<file path="src/rtl/bnn_pe_accum.sv">
// bnn_pe_accum: binary (XNOR/popcount) processing element with a saturating
// signed accumulator, wrapped in an IDLE -> ACCUM -> DONE job controller.
//
// Ports
//   clk_in, rst_in            clock, async active-low reset
//   start_in, beats_in        job start pulse and beat count (0 counts as 1)
//   psum_in, threshold_in     initial accumulator / binarisation threshold
//   act_valid_in/ready_out    beat handshake; activation_in, weight_in data
//   activation_out            last accepted activation, forwarded downstream
//   out_valid_out/ready_in    result handshake
//   psum_out, sign_out        result and (psum >= threshold)
//   overflow_out              sticky saturation flag for the job
//   busy_out                  job in ACCUM or DONE
module bnn_pe_accum #(
    parameter int VEC_W  = 27,
    parameter int PSUM_W = 14,
    parameter int CNT_W  = 8
) (
    input  logic              clk_in,
    input  logic              rst_in,
    input  logic              start_in,
    input  logic [CNT_W-1:0]  beats_in,
    input  logic [PSUM_W-1:0] psum_in,
    input  logic [PSUM_W-1:0] threshold_in,
    input  logic              act_valid_in,
    output logic              act_ready_out,
    input  logic [VEC_W-1:0]  activation_in,
    input  logic [VEC_W-1:0]  weight_in,
    output logic [VEC_W-1:0]  activation_out,
    output logic              out_valid_out,
    input  logic              out_ready_in,
    output logic [PSUM_W-1:0] psum_out,
    output logic              sign_out,
    output logic              overflow_out,
    output logic              busy_out
);

    localparam int POP_W = $clog2(VEC_W + 1);

    typedef enum logic [1:0] {IDLE, ACCUM, DONE} state_t;

    state_t                   state;
    logic signed [PSUM_W-1:0] acc;
    logic signed [PSUM_W-1:0] thr;
    logic [CNT_W-1:0]         cnt;

    logic [VEC_W-1:0]         match;
    logic [POP_W-1:0]         pop;
    logic signed [PSUM_W:0]   term;
    logic signed [PSUM_W:0]   sum;
    logic signed [PSUM_W-1:0] sum_sat;
    logic                     clamp;
    logic                     ge;
    logic                     accept;
    logic                     last_beat;

    // Per-bit XNOR: with the +1/-1 encoding a match contributes +1.
    genvar gi;
    generate
        for (gi = 0; gi < VEC_W; gi++) begin : g_lane
            assign match[gi] = ~(activation_in[gi] ^ weight_in[gi]);
        end
    endgenerate

    always_comb begin
        pop = '0;
        for (int i = 0; i < VEC_W; i++)
            pop = pop + POP_W'(match[i]);
    end

    // Dot product of +/-1 vectors: matches - mismatches = 2*pop - VEC_W.
    assign term = $signed((PSUM_W+1)'({pop, 1'b0})) - $signed((PSUM_W+1)'(VEC_W));
    assign sum  = {acc[PSUM_W-1], acc} + term;

    // One guard bit is enough: a disagreeing top pair means the sum left range.
    always_comb begin
        clamp   = sum[PSUM_W] ^ sum[PSUM_W-1];
        sum_sat = sum[PSUM_W-1:0];
        if (clamp)
            sum_sat = sum[PSUM_W] ? {1'b1, {(PSUM_W-1){1'b0}}}
                                  : {1'b0, {(PSUM_W-1){1'b1}}};
    end

    assign ge        = (sum_sat >= thr);
    assign accept    = act_valid_in && (state == ACCUM);
    assign last_beat = (cnt == CNT_W'(1));

    assign act_ready_out = (state == ACCUM);
    assign out_valid_out = (state == DONE);
    assign busy_out      = (state != IDLE);

    always_ff @(posedge clk_in or negedge rst_in) begin
        if (!rst_in) begin
            state          <= IDLE;
            acc            <= '0;
            thr            <= '0;
            cnt            <= '0;
            activation_out <= '0;
            psum_out       <= '0;
            sign_out       <= 1'b0;
            overflow_out   <= 1'b0;
        end else begin
            case (state)
                IDLE: begin
                    if (start_in) begin
                        cnt          <= (beats_in == '0) ? CNT_W'(1) : beats_in;
                        acc          <= psum_in;
                        thr          <= threshold_in;
                        overflow_out <= 1'b0;
                        state        <= ACCUM;
                    end
                end
                ACCUM: begin
                    if (accept) begin
                        acc            <= sum_sat;
                        activation_out <= activation_in;
                        cnt            <= cnt - CNT_W'(1);
                        if (clamp)
                            overflow_out <= 1'b1;
                        // Result registers only move at job end so they
                        // hold through DONE and into the following IDLE.
                        if (last_beat) begin
                            psum_out <= sum_sat;
                            sign_out <= ge;
                            state    <= DONE;
                        end
                    end
                end
                DONE: begin
                    if (out_ready_in)
                        state <= IDLE;
                end
                default: state <= IDLE;
            endcase
        end
    end

endmodule

</file>
<file path="config.mk">
export PLATFORM = sky130hd
export DESIGN_NAME = bnn_pe_accum
export DESIGN_NICKNAME = d
export VERILOG_FILES = /design/src/rtl/bnn_pe_accum.sv
export SDC_FILE = /design/constraint.sdc
export NUM_CORES = 1
export LEC_CHECK = 0
export BUFFER_PORTS_ARGS = -buffer_cell sky130_fd_sc_hd__buf_2
export CAP_MARGIN = 10
export CORE_ASPECT_RATIO = 1.25
export CORE_UTILIZATION = 45
export DETAILED_ROUTE_END_ITERATION = 8
export PLACE_DENSITY = 0.7
export SLEW_MARGIN = 30
export SYNTH_ARGS = -nofsm -noshare
export SYNTH_HDL_FRONTEND = slang
export SYNTH_SLANG_ARGS = --single-unit
</file>
<file path="constraint.sdc">
create_clock -name clk_in -period 6.5 [get_ports clk_in]
set_clock_uncertainty 0.05 [all_clocks]
set_input_delay 1.3 -clock clk_in [delete_from_list [all_inputs] [get_ports clk_in]]
set_output_delay 1.3 -clock clk_in [all_outputs]
set_load 0.03 [all_outputs]
</file>
==> results of run 1 <==
stage by stage:
step / setup TNS [ns] / hold slack [ns] / worst slack (ns) / cell area [um^2]
finish: -55.67 / 0.4223 / -2.751 / 8105
global route: -63.43 / 0.4481 / -2.991 / 8105
CTS: -59.22 / 0.4209 / -2.795 / 7824
detailed placement: -69.30 / 0.4112 / -3.410 / 6974
global placement: -64.76 / 0.3961 / -3.147 / 6968
floorplan: -55.92 / 0.3797 / -2.910 / 5534
cell type report:
cell class	count	area share
repair buffers	265	0.2229
well taps	161	0.02485
multi-input cells	446	0.4480
clock inverters	5	0.004168
clock buffers	10	0.02825
flip-flops and latches	81	0.2501
inverters	47	0.02177
flip-flops by register name, indices dropped and copies added (netlist names):
signal	flops
acc	14
activation_out	27
cnt	8
overflow_out	1
psum_out	14
sign_out	1
state	2
thr	14
worst max-delay path: cells and delay by family:
family	cells	cell delay [ns]
buffers and inverters	11	1.03
adder cells (fa/ha/maj)	12	4.56
AO/OA/AOI/OAI	10	1.60
AND/OR/NAND/NOR	3	0.51
XOR/XNOR	3	0.39
cell families after synthesis:
logic type               Yosys count
AO/OA/AOI/OAI                    147
XOR/XNOR                          40
adder cells (fa/ha/maj)           60
buffers and inverters             71
flip-flops                        81
multiplexers                       8
AND/OR/NAND/NOR                  191
layout by cell type (no fill, tap or decap), types with 9 or more instances in the layout:
cell type | Yosys | routed
a21o_1 | 14 | 14
buf_6 | 1 | 28
ha_1 | 40 | 28
xnor2_1 | 23 | 15
nand2_1 | 116 | 112
dfrtp_1 | 81 | 81
buf_2 | 2 | 131
a21oi_1 | 24 | 16
nor2_1 | 35 | 28
inv_1 | 47 | 39
buf_4 | 2 | 102
ha_4 | 0 | 10
o21ai_0 | 49 | 31
o21ai_1 | 3 | 11
xor2_1 | 17 | 16
clkbuf_16 | 0 | 9
fa_1 | 20 | 18
layer usage:
metal | vias up | GRT usage | share of wire
met5 | - | 0 | 0
met3 | 31 | 0.05051 | 0.035
met4 | 0 | 0.1321 | 0.033
met1 | 2591 | 0.2980 | 0.39
li1 | 2555 | - | -
met2 | 137 | 0.5089 | 0.55
what timing repair did:
item | CTS | global route
gates resized for setup | 72 | 58
endpoints found under the setup margin | 30 | 30
hold buffers | 0 | 0
pin swaps | 28 | 33
setup buffers | 34 | 13
path summary, 6_finish.rpt:
path / from / end / depth (start not counted)
max: weight_in[21] / sign_out / 39
min: state[1] / state[0] / 1
max reg2reg: acc[1] / sign_out / 20
min reg2reg: state[1] / state[0] / 1
max in group asynchronous: rst_in / acc[1] / 1
min in group asynchronous: rst_in / thr[11] / 1
==> flow_summary_export.csv, run 1 <==
group,metric,value,unit
cts,clockBufferDepth,2,
route,wire_per_inst,16.56,um
timing,fmax,108.1,MHz
min_path,hold_class,"flip-flop to flip-flop",
synth,yosysMostFrequentCell,"nand2_1",
flow_run,maxCapViolations,0,
critical_path,required,6.67,ns
synth,synth_fa_ha_area_frac,0.1659,
timing,drv_slew,0,
final_layout,regArea,2027,um^2
global_route,grt_pass1_vias,5564,
synth,muxShareOfSynthArea,0.01613,
global_route,grt-ovfl-total,0,
synth,synthTopCellsByCount,"nand2_1, dfrtp_1, o21ai_0, inv_1, ha_1",
critical_path,cpPeakStageDelay,0.51,ns
critical_path,crit_top_cell,"fa_1",
synth,synth_area,5431,um^2
synth,synth_compound_area_frac,0.1781,
cts,cts_buffers,9,
synth,synth.ff_latch_count,81,
final_layout,finalNetCount,1005,
die,die_y,124.8,um
place,dp_cells,961,
synth,syn_avg_cell_area,9.083,um^2
run_status,violations,"setup timing",
route,drt-pass1-iter-count,4,
global_route,antenna_found_initial,0,
critical_path,cp_slowest_cell,"fa_1",
final_layout,drive_gt1_frac,0.4274,
cts,cts-root-buf,"clkbuf_16",
timing,fin_crit_sh,1.423,
timing,fin_crit,9.251,ns
synth,synth_top_family_by_area,"compound AO/OA/AOI/OAI gates",
route,viasPerCell,5.235,
cts,cts_tree,"yes",
die,start_util,0.4654,
synth,synth_edf_count,0,
run_status,status,"complete, but fails checks",
place,place_congestion,0.8918,
die,top_level_ports,141,
route,drt_wl_total,16810,um
critical_path,regToRegSetupSlack,2.18,ns
route,antenna_left,0,
global_route,grt_max_degree,82,
timing,slew_headroom,0.3863,
route,routed-via-count,5314,
synth,synth_nets,753,
synth,synthDistinctLibCells,57,
critical_path,crit_arrival,9.42,ns
global_route,grt_usage,0.2764,
place,hpwl,11960,um
timing,worst_pin_slew,0.9184,ns
synth,synth_top_area_frac,0.3732,
final_layout,antenna_cells,0,
timing,hold_viol,0,
cts,htreeDepth,3,
global_route,grt_pass1_wl,26560,um
timing,finalSetupViolCount,30,
synth,ys_seq_area_frac,0.3732,
critical_path,cp-end-kind,"flip-flop",
critical_path,cp-start-kind,"primary input",
cts,clkLatencyLatePin,0.34,ns
die,die-area,12520,um^2
critical_path,crit_type,"primary input to flip-flop",
die,die_x,100.3,um
route,drc_errors,0,
synth,ys.flop_type,"dfrtp_1",
final_layout,stdcell_count,1015,
place,port-buffer-count,140,
cts,clkTransAtPathRegs,0.06,ns
route,drt_iter0_drc,181,
die,core_area,11670,um^2
timing,setup_slack,-2.751,ns
critical_path,path_max_fanout,6,
synth,yosysWarningCount,0,
cts,cts.sinks,81,
synth,synth-simple-area-share,0.1500,
synth,synthCells,598,
final_layout,area_growth,49.23,%
die,rows,44,
synth,async_reset_ff_frac,1.000,
synth,synth-xor-area-share,0.06450,
synth,synth.largest_area_cell,"dfrtp_1",
timing,rsz0062_at_grt,"true",
final_layout,multi_input_area,3631,um^2
final_layout,post-route-util,0.6945,
synth,yosys-top-cells-area,"dfrtp_1, ha_1, nand2_1, fa_1, o21ai_0",
final_layout,fillers,938,
Power of run 1 is not shown: default switching activity piles up to over one toggle a cycle in this logic, so the estimate is an artifact.
==> run 2: changes to the inputs <==
==> constraint.sdc (replaced) <==
create_clock -name clk_in -period 11.84 [get_ports clk_in]
set_clock_uncertainty 0.05 [all_clocks]
set_input_delay 2.368 -clock clk_in [delete_from_list [all_inputs] [get_ports clk_in]]
set_output_delay 2.368 -clock clk_in [all_outputs]
set_load 0.03 [all_outputs]
==> run 2 against run 1 <==
  * The flow now finishes without violations
  * Critical path depth shrank 1
  * Register-to-register slack improved by 4.9 ns
  * Final area shrank 18%
  * Final cell count decreased by 11%
  * First-iteration DRC count decreased by 13%
==> flow_summary_export.csv, run 2 (synthesized netlist as in run 1, its figures left out) <==
group,metric,value,unit
die,die_x,100.3,um
timing,hold_viol,0,
critical_path,reg2regPathDepth,18,
final_layout,antenna_cells,0,
place,place_congestion,0.8440,
cts,clockBufferDepth,2,
place,hpwl,11130,um
flow_run,maxCapViolations,0,
timing,fmax,89.35,MHz
min_path,hold_path.startpoint,"state[1]",
cts,htreeDepth,3,
final_layout,drive_gt1_frac,0.2459,
min_path,min_to,"state[0]",
critical_path,crit_type,"primary input to flip-flop",
route,viasPerCell,5.363,
route,wire_per_inst,16.06,um
final_layout,finalNetCount,890,
global_route,grt_pass1_wl,23670,um
route,antenna_left,0,
critical_path,crit_top_cell,"fa_1",
critical_path,crit_cells,38,
die,core_area,11670,um^2
critical_path,cp_slowest_cell,"fa_1",
critical_path,regToRegSetupSlack,7.03,ns
die,die-area,12520,um^2
timing,finalSetupViolCount,0,
run_status,status,"finished, final reports clean",
min_path,hold_class,"flip-flop to flip-flop",
critical_path,crit_family,"adder cells",
final_layout,largest_reg_flops,27,
final_layout,area_growth,22.11,%
critical_path,crit_arrival,11.36,ns
final_layout,layout_commonest_cell,"buf_2",
place,port-buffer-count,140,
route,drc_errors,0,
timing,rsz0062_at_grt,"false",
place,dp_slack,-0.06542,ns
route,wl_met1,5868,um
route,wl_met3,776,um
cts,cts_buffers,9,
timing,slew_headroom,0.4302,
cts,holdBufCountCts,0,
global_route,grt_max_degree,82,
route,drt_iter0_drc,158,
global_route,grt-ovfl-total,0,
cts,cts.sinks,81,
route,drt_wl_total,14470,um
final_layout,regMostFlops,"activation_out",
critical_path,r2r_start,"acc[0]",
critical_path,required,12.01,ns
route,routed-via-count,4832,
die,start_util,0.4654,
route,wl_met2,7278,um
die,top_level_ports,141,
cts,clkTransAtPathRegs,0.07,ns
critical_path,cp-end-kind,"flip-flop",
critical_path,reg2reg_to,"sign_out",
critical_path,crit_buf_inv,9,
critical_path,path_max_fanout,13,
timing,worst_pin_slew,0.8526,ns
route,drt-pass1-iter-count,7,
route,top_layer,"met4",
critical_path,cpPeakStageDelay,0.56,ns
global_route,antenna_found_initial,0,
cts,clkLatencyLatePin,0.34,ns
timing,drv_slew,0,
global_route,grt_pass1_vias,4976,
min_path,hold_depth,1,
final_layout,layout.cells.most_common_list,"buf_2, nand2_1, dfrtp_1",
timing,fin_crit,11.19,ns
die,die_y,124.8,um
die,rows,44,
cts,cts-root-buf,"clkbuf_16",
critical_path,cp-start-kind,"primary input",
timing,fin_crit_sh,0.9452,
timing,setup_slack,0.6486,ns
cts,cts_tree,"yes",
global_route,grt_usage,0.2458,
[run 2: how the worst max path moves through the flow]
| stage | start | slack, ns | to |
|---|---|---|---|
| detailed placement | activation_in[0] | -0.07 | sign_out |
| global route | activation_in[17] | 0.04 | sign_out |
| CTS | activation_in[0] | 0.26 | sign_out |
| global placement | weight_in[17] | 0.17 | sign_out |
| floorplan | weight_in[17] | 0.52 | sign_out |
| finish | weight_in[17] | 0.65 | sign_out |
[run 2: layout make-up]
cell class,instances,area (um^2)
Fill cell,1095,5039
Clock inverter,6,66.31
Multi-Input combinational cell,446,3141
Tap cell,161,201.4
Clock buffer,10,239.0
Inverter,47,176.4
Sequential cell,81,2027
Timing Repair Buffer,150,782.0
[run 2: repair_timing]
action	CTS	global route
buffers inserted	0	2
resized for setup	0	3
endpoints found under the setup margin	0	1
hold endpoints to repair	0	0
[run 2: per-stage QoR]
| stage | hold slack [ns] | setup TNS (ns) | utilization | instance area (um^2) | cells |
|---|---|---|---|---|---|
| floorplan | 0.3797 | 0 | - | 5431 | 598 |
| global placement | 0.3975 | 0 | 0.5390 | 6291 | 883 |
| detailed placement | 0.4071 | -0.06542 | 0.5396 | 6297 | 883 |
| CTS | 0.4162 | 0 | 0.5657 | 6603 | 899 |
| global route | 0.4412 | 0 | 0.5683 | 6633 | 901 |
| finish | 0.4242 | 0 | 0.5683 | 6633 | 901 |
[run 2: layer usage]
layer  GRT usage  vias to the layer above
li1            -                     2326
met4      0.1176                        0
met5           0                        -
met1      0.2801                     2295
met2      0.4363                      180
met3     0.04433                       31
Power of run 2 is left out for the same reason.
==> run 3: changes to the inputs <==
--- a/config.mk
+++ b/config.mk
@@ -5,12 +5,13 @@
 export SDC_FILE = /design/constraint.sdc
 export NUM_CORES = 1
 export LEC_CHECK = 0
+export ABC_AREA = 1
 export BUFFER_PORTS_ARGS = -buffer_cell sky130_fd_sc_hd__buf_2
 export CAP_MARGIN = 10
 export CORE_ASPECT_RATIO = 1.25
-export CORE_UTILIZATION = 45
+export CORE_UTILIZATION = 55
 export DETAILED_ROUTE_END_ITERATION = 8
-export PLACE_DENSITY = 0.7
+export PLACE_DENSITY = 0.82
 export SLEW_MARGIN = 30
 export SYNTH_ARGS = -nofsm -noshare
 export SYNTH_HDL_FRONTEND = slang
==> run 3 against run 2 <==
  * Critical path depth rose by 4
  * Register-to-register slack improved by 0.89 ns
  * Synthesized cell count rose by 26%
  * Final area rose by 2.3%
  * Utilization rose by 10 points
  * First-iteration DRC count rose by 7.6%
  * Worst setup slack improved by 0.68 ns
  * Global-route usage rose by 2.3 points
  * Die area fell by 14%
  * Final cell count rose by 13%
  * Hold slack got worse by 0.0083 ns
  * Flip-flop and latch count did not move
==> flow_summary_export.csv, run 3 <==
group,metric,value,unit
cts,ctsResizeCount,0,
cts,cts.sinks,81,
cts,cts-root-buf,"clkbuf_16",
synth,yosysWarningCount,0,
run_status,status,"finished, final reports clean",
final_layout,regMostFlops,"activation_out",
place,dp_slack,0.9696,ns
timing,rsz0062_at_grt,"false",
timing,fmax,95.14,MHz
timing,setup_slack,1.329,ns
route,drt_wl_total,13760,um
final_layout,layout.cells.most_common_list,"nand2_1, buf_2, inv_1",
final_layout,antenna_cells,0,
synth,synth_nets,906,
route,drt_iter0_drc,170,
flow_run,maxCapViolations,0,
global_route,grt_pass1_wl,22300,um
critical_path,cp_slowest_cell,"fa_1",
final_layout,regArea,2027,um^2
route,routed-via-count,5183,
die,die_x,93.12,um
final_layout,fillers,883,
cts,postCtsSetupBuffers,0,
synth,async_reset_ff_frac,1.000,
global_route,antenna_found_initial,0,
synth,yosysMostFrequentCell,"nand2_1",
timing,slew_headroom,0.3521,
cts,clkTransAtPathRegs,0.07,ns
synth,ys_seq_area_frac,0.3551,
final_layout,layout_commonest_cell,"nand2_1",
timing,fin_crit_sh,0.8877,
critical_path,crit_type,"primary input to flip-flop",
synth,synth_edf_count,0,
synth,synthDistinctLibCells,32,
final_layout,largest_reg_flops,27,
critical_path,path_max_fanout,14,
final_layout,area_growth,18.85,%
synth,yosys-top-cells-area,"dfrtp_1, nand2_1, ha_1, fa_1, inv_1",
global_route,grt_usage,0.2688,
synth,ys.flop_type,"dfrtp_1",
critical_path,cp-end-kind,"flip-flop",
route,wire_per_inst,13.54,um
min_path,hold_class,"flip-flop to flip-flop",
die,top_level_ports,141,
critical_path,crit_buf_inv,10,
final_layout,finalNetCount,1037,
cts,clkLatencyLatePin,0.34,ns
final_layout,drive_gt1_frac,0.1928,
route,drt-pass1-iter-count,5,
cts,cts_buffers,9,
timing,drv_slew,0,
synth,synthCells,751,
cts,cts_tree,"yes",
cts,clockBufferDepth,2,
die,start_util,0.5648,
cts,holdBufCountCts,0,
critical_path,required,12.03,ns
synth,synthTopCellsByCount,"nand2_1, inv_1, dfrtp_1, o21ai_0, ha_1",
place,port-buffer-count,140,
global_route,grt-ovfl-total,0,
synth,synth_top_area_frac,0.3551,
cts,htreeDepth,3,
critical_path,cp-start-kind,"primary input",
timing,finalSetupViolCount,0,
die,die-area,10790,um^2
die,die_y,115.9,um
global_route,grt_pass1_vias,5066,
route,viasPerCell,5.101,
critical_path,crit_top_cell,"nand2_1",
place,hpwl,10670,um
synth,synth.largest_area_cell,"dfrtp_1",
timing,hold_viol,0,
synth,synth_area,5708,um^2
die,core_area,10110,um^2
timing,fin_crit,10.51,ns
place,place_congestion,0.9183,
synth,synth.ff_latch_count,81,
critical_path,crit_family,"adder cells",
route,antenna_left,0,
critical_path,cpPeakStageDelay,0.55,ns
final_layout,multi_input_area,3156,um^2
global_route,grt_max_degree,82,
die,rows,41,
route,drc_errors,0,
timing,finalSetupTns,0,ns
synth,syn_avg_cell_area,7.600,um^2
critical_path,crit_arrival,10.70,ns
timing,worst_pin_slew,0.9695,ns
## run 3: changes by cell type after synthesis, moves of 7 or more
cell | before | now
a21o_1 | 14 | 1
nand2_1 | 116 | 259
buf_2 | 2 | 9
inv_1 | 47 | 105
nand3_1 | 4 | 34
## run 3: worst paths after layout
path / slack (ns) / endpoint / startpoint / depth (start not counted)
setup / recovery: 1.33 / sign_out / activation_in[0] / 42
hold reg to reg: 0.42 / activation_out[21] / activation_out[21] / 2
hold / removal: 0.42 / activation_out[21] / activation_out[21] / 2
max in group asynchronous: 9.24 / acc[4] / rst_in / 1
min in group asynchronous: 2.02 / thr[11] / rst_in / 1
setup reg to reg: 7.92 / sign_out / acc[0] / 24
## run 3: tightest hold or removal path, delay by kind of cell, from the launching register on
kind | cells | cell delay [ns]
AND/OR/NAND/NOR | 2 | 0.09
flip-flops | 1 | 0.34
## run 3: final cells by class
cell class / count / area share
clock buffers: 10 / 0.03375
clock inverters: 6 / 0.01070
inverters: 111 / 0.06142
multi-input cells: 537 / 0.4651
flip-flops and latches: 81 / 0.2988
well taps: 129 / 0.02379
repair buffers: 142 / 0.1064
## run 3: layer usage
metal	GRT usage	vias to the layer above	share of wire	wire (um)
met2	0.5059	186	0.51	7046
met4	0.09538	0	0.018	246
met3	0.05840	22	0.063	862
li1	-	2609	-	-
met5	0	-	0	0
met1	0.2960	2366	0.41	5605
## run 3: logic make-up after synthesis
kind of cell             Yosys count  synth area share
flip-flops                        81            0.3551
XOR/XNOR                          41           0.06291
adder cells (fa/ha/maj)           60            0.1578
buffers and inverters            133           0.09206
AO/OA/AOI/OAI                     86           0.08198
AND/OR/NAND/NOR                  350            0.2501
## run 3: through the flow
step                hold slack [ns]  cells  instance area (um^2)  utilization
detailed placement           0.4040   1000                  6482       0.6415
global route                 0.4364   1016                  6784       0.6713
finish                       0.4159   1016                  6784       0.6713
global placement             0.3994   1000                  6479       0.6411
floorplan                    0.3983    751                  5708            -
CTS                          0.4192   1016                  6784       0.6713
Power of run 3 is left out for the same reason.
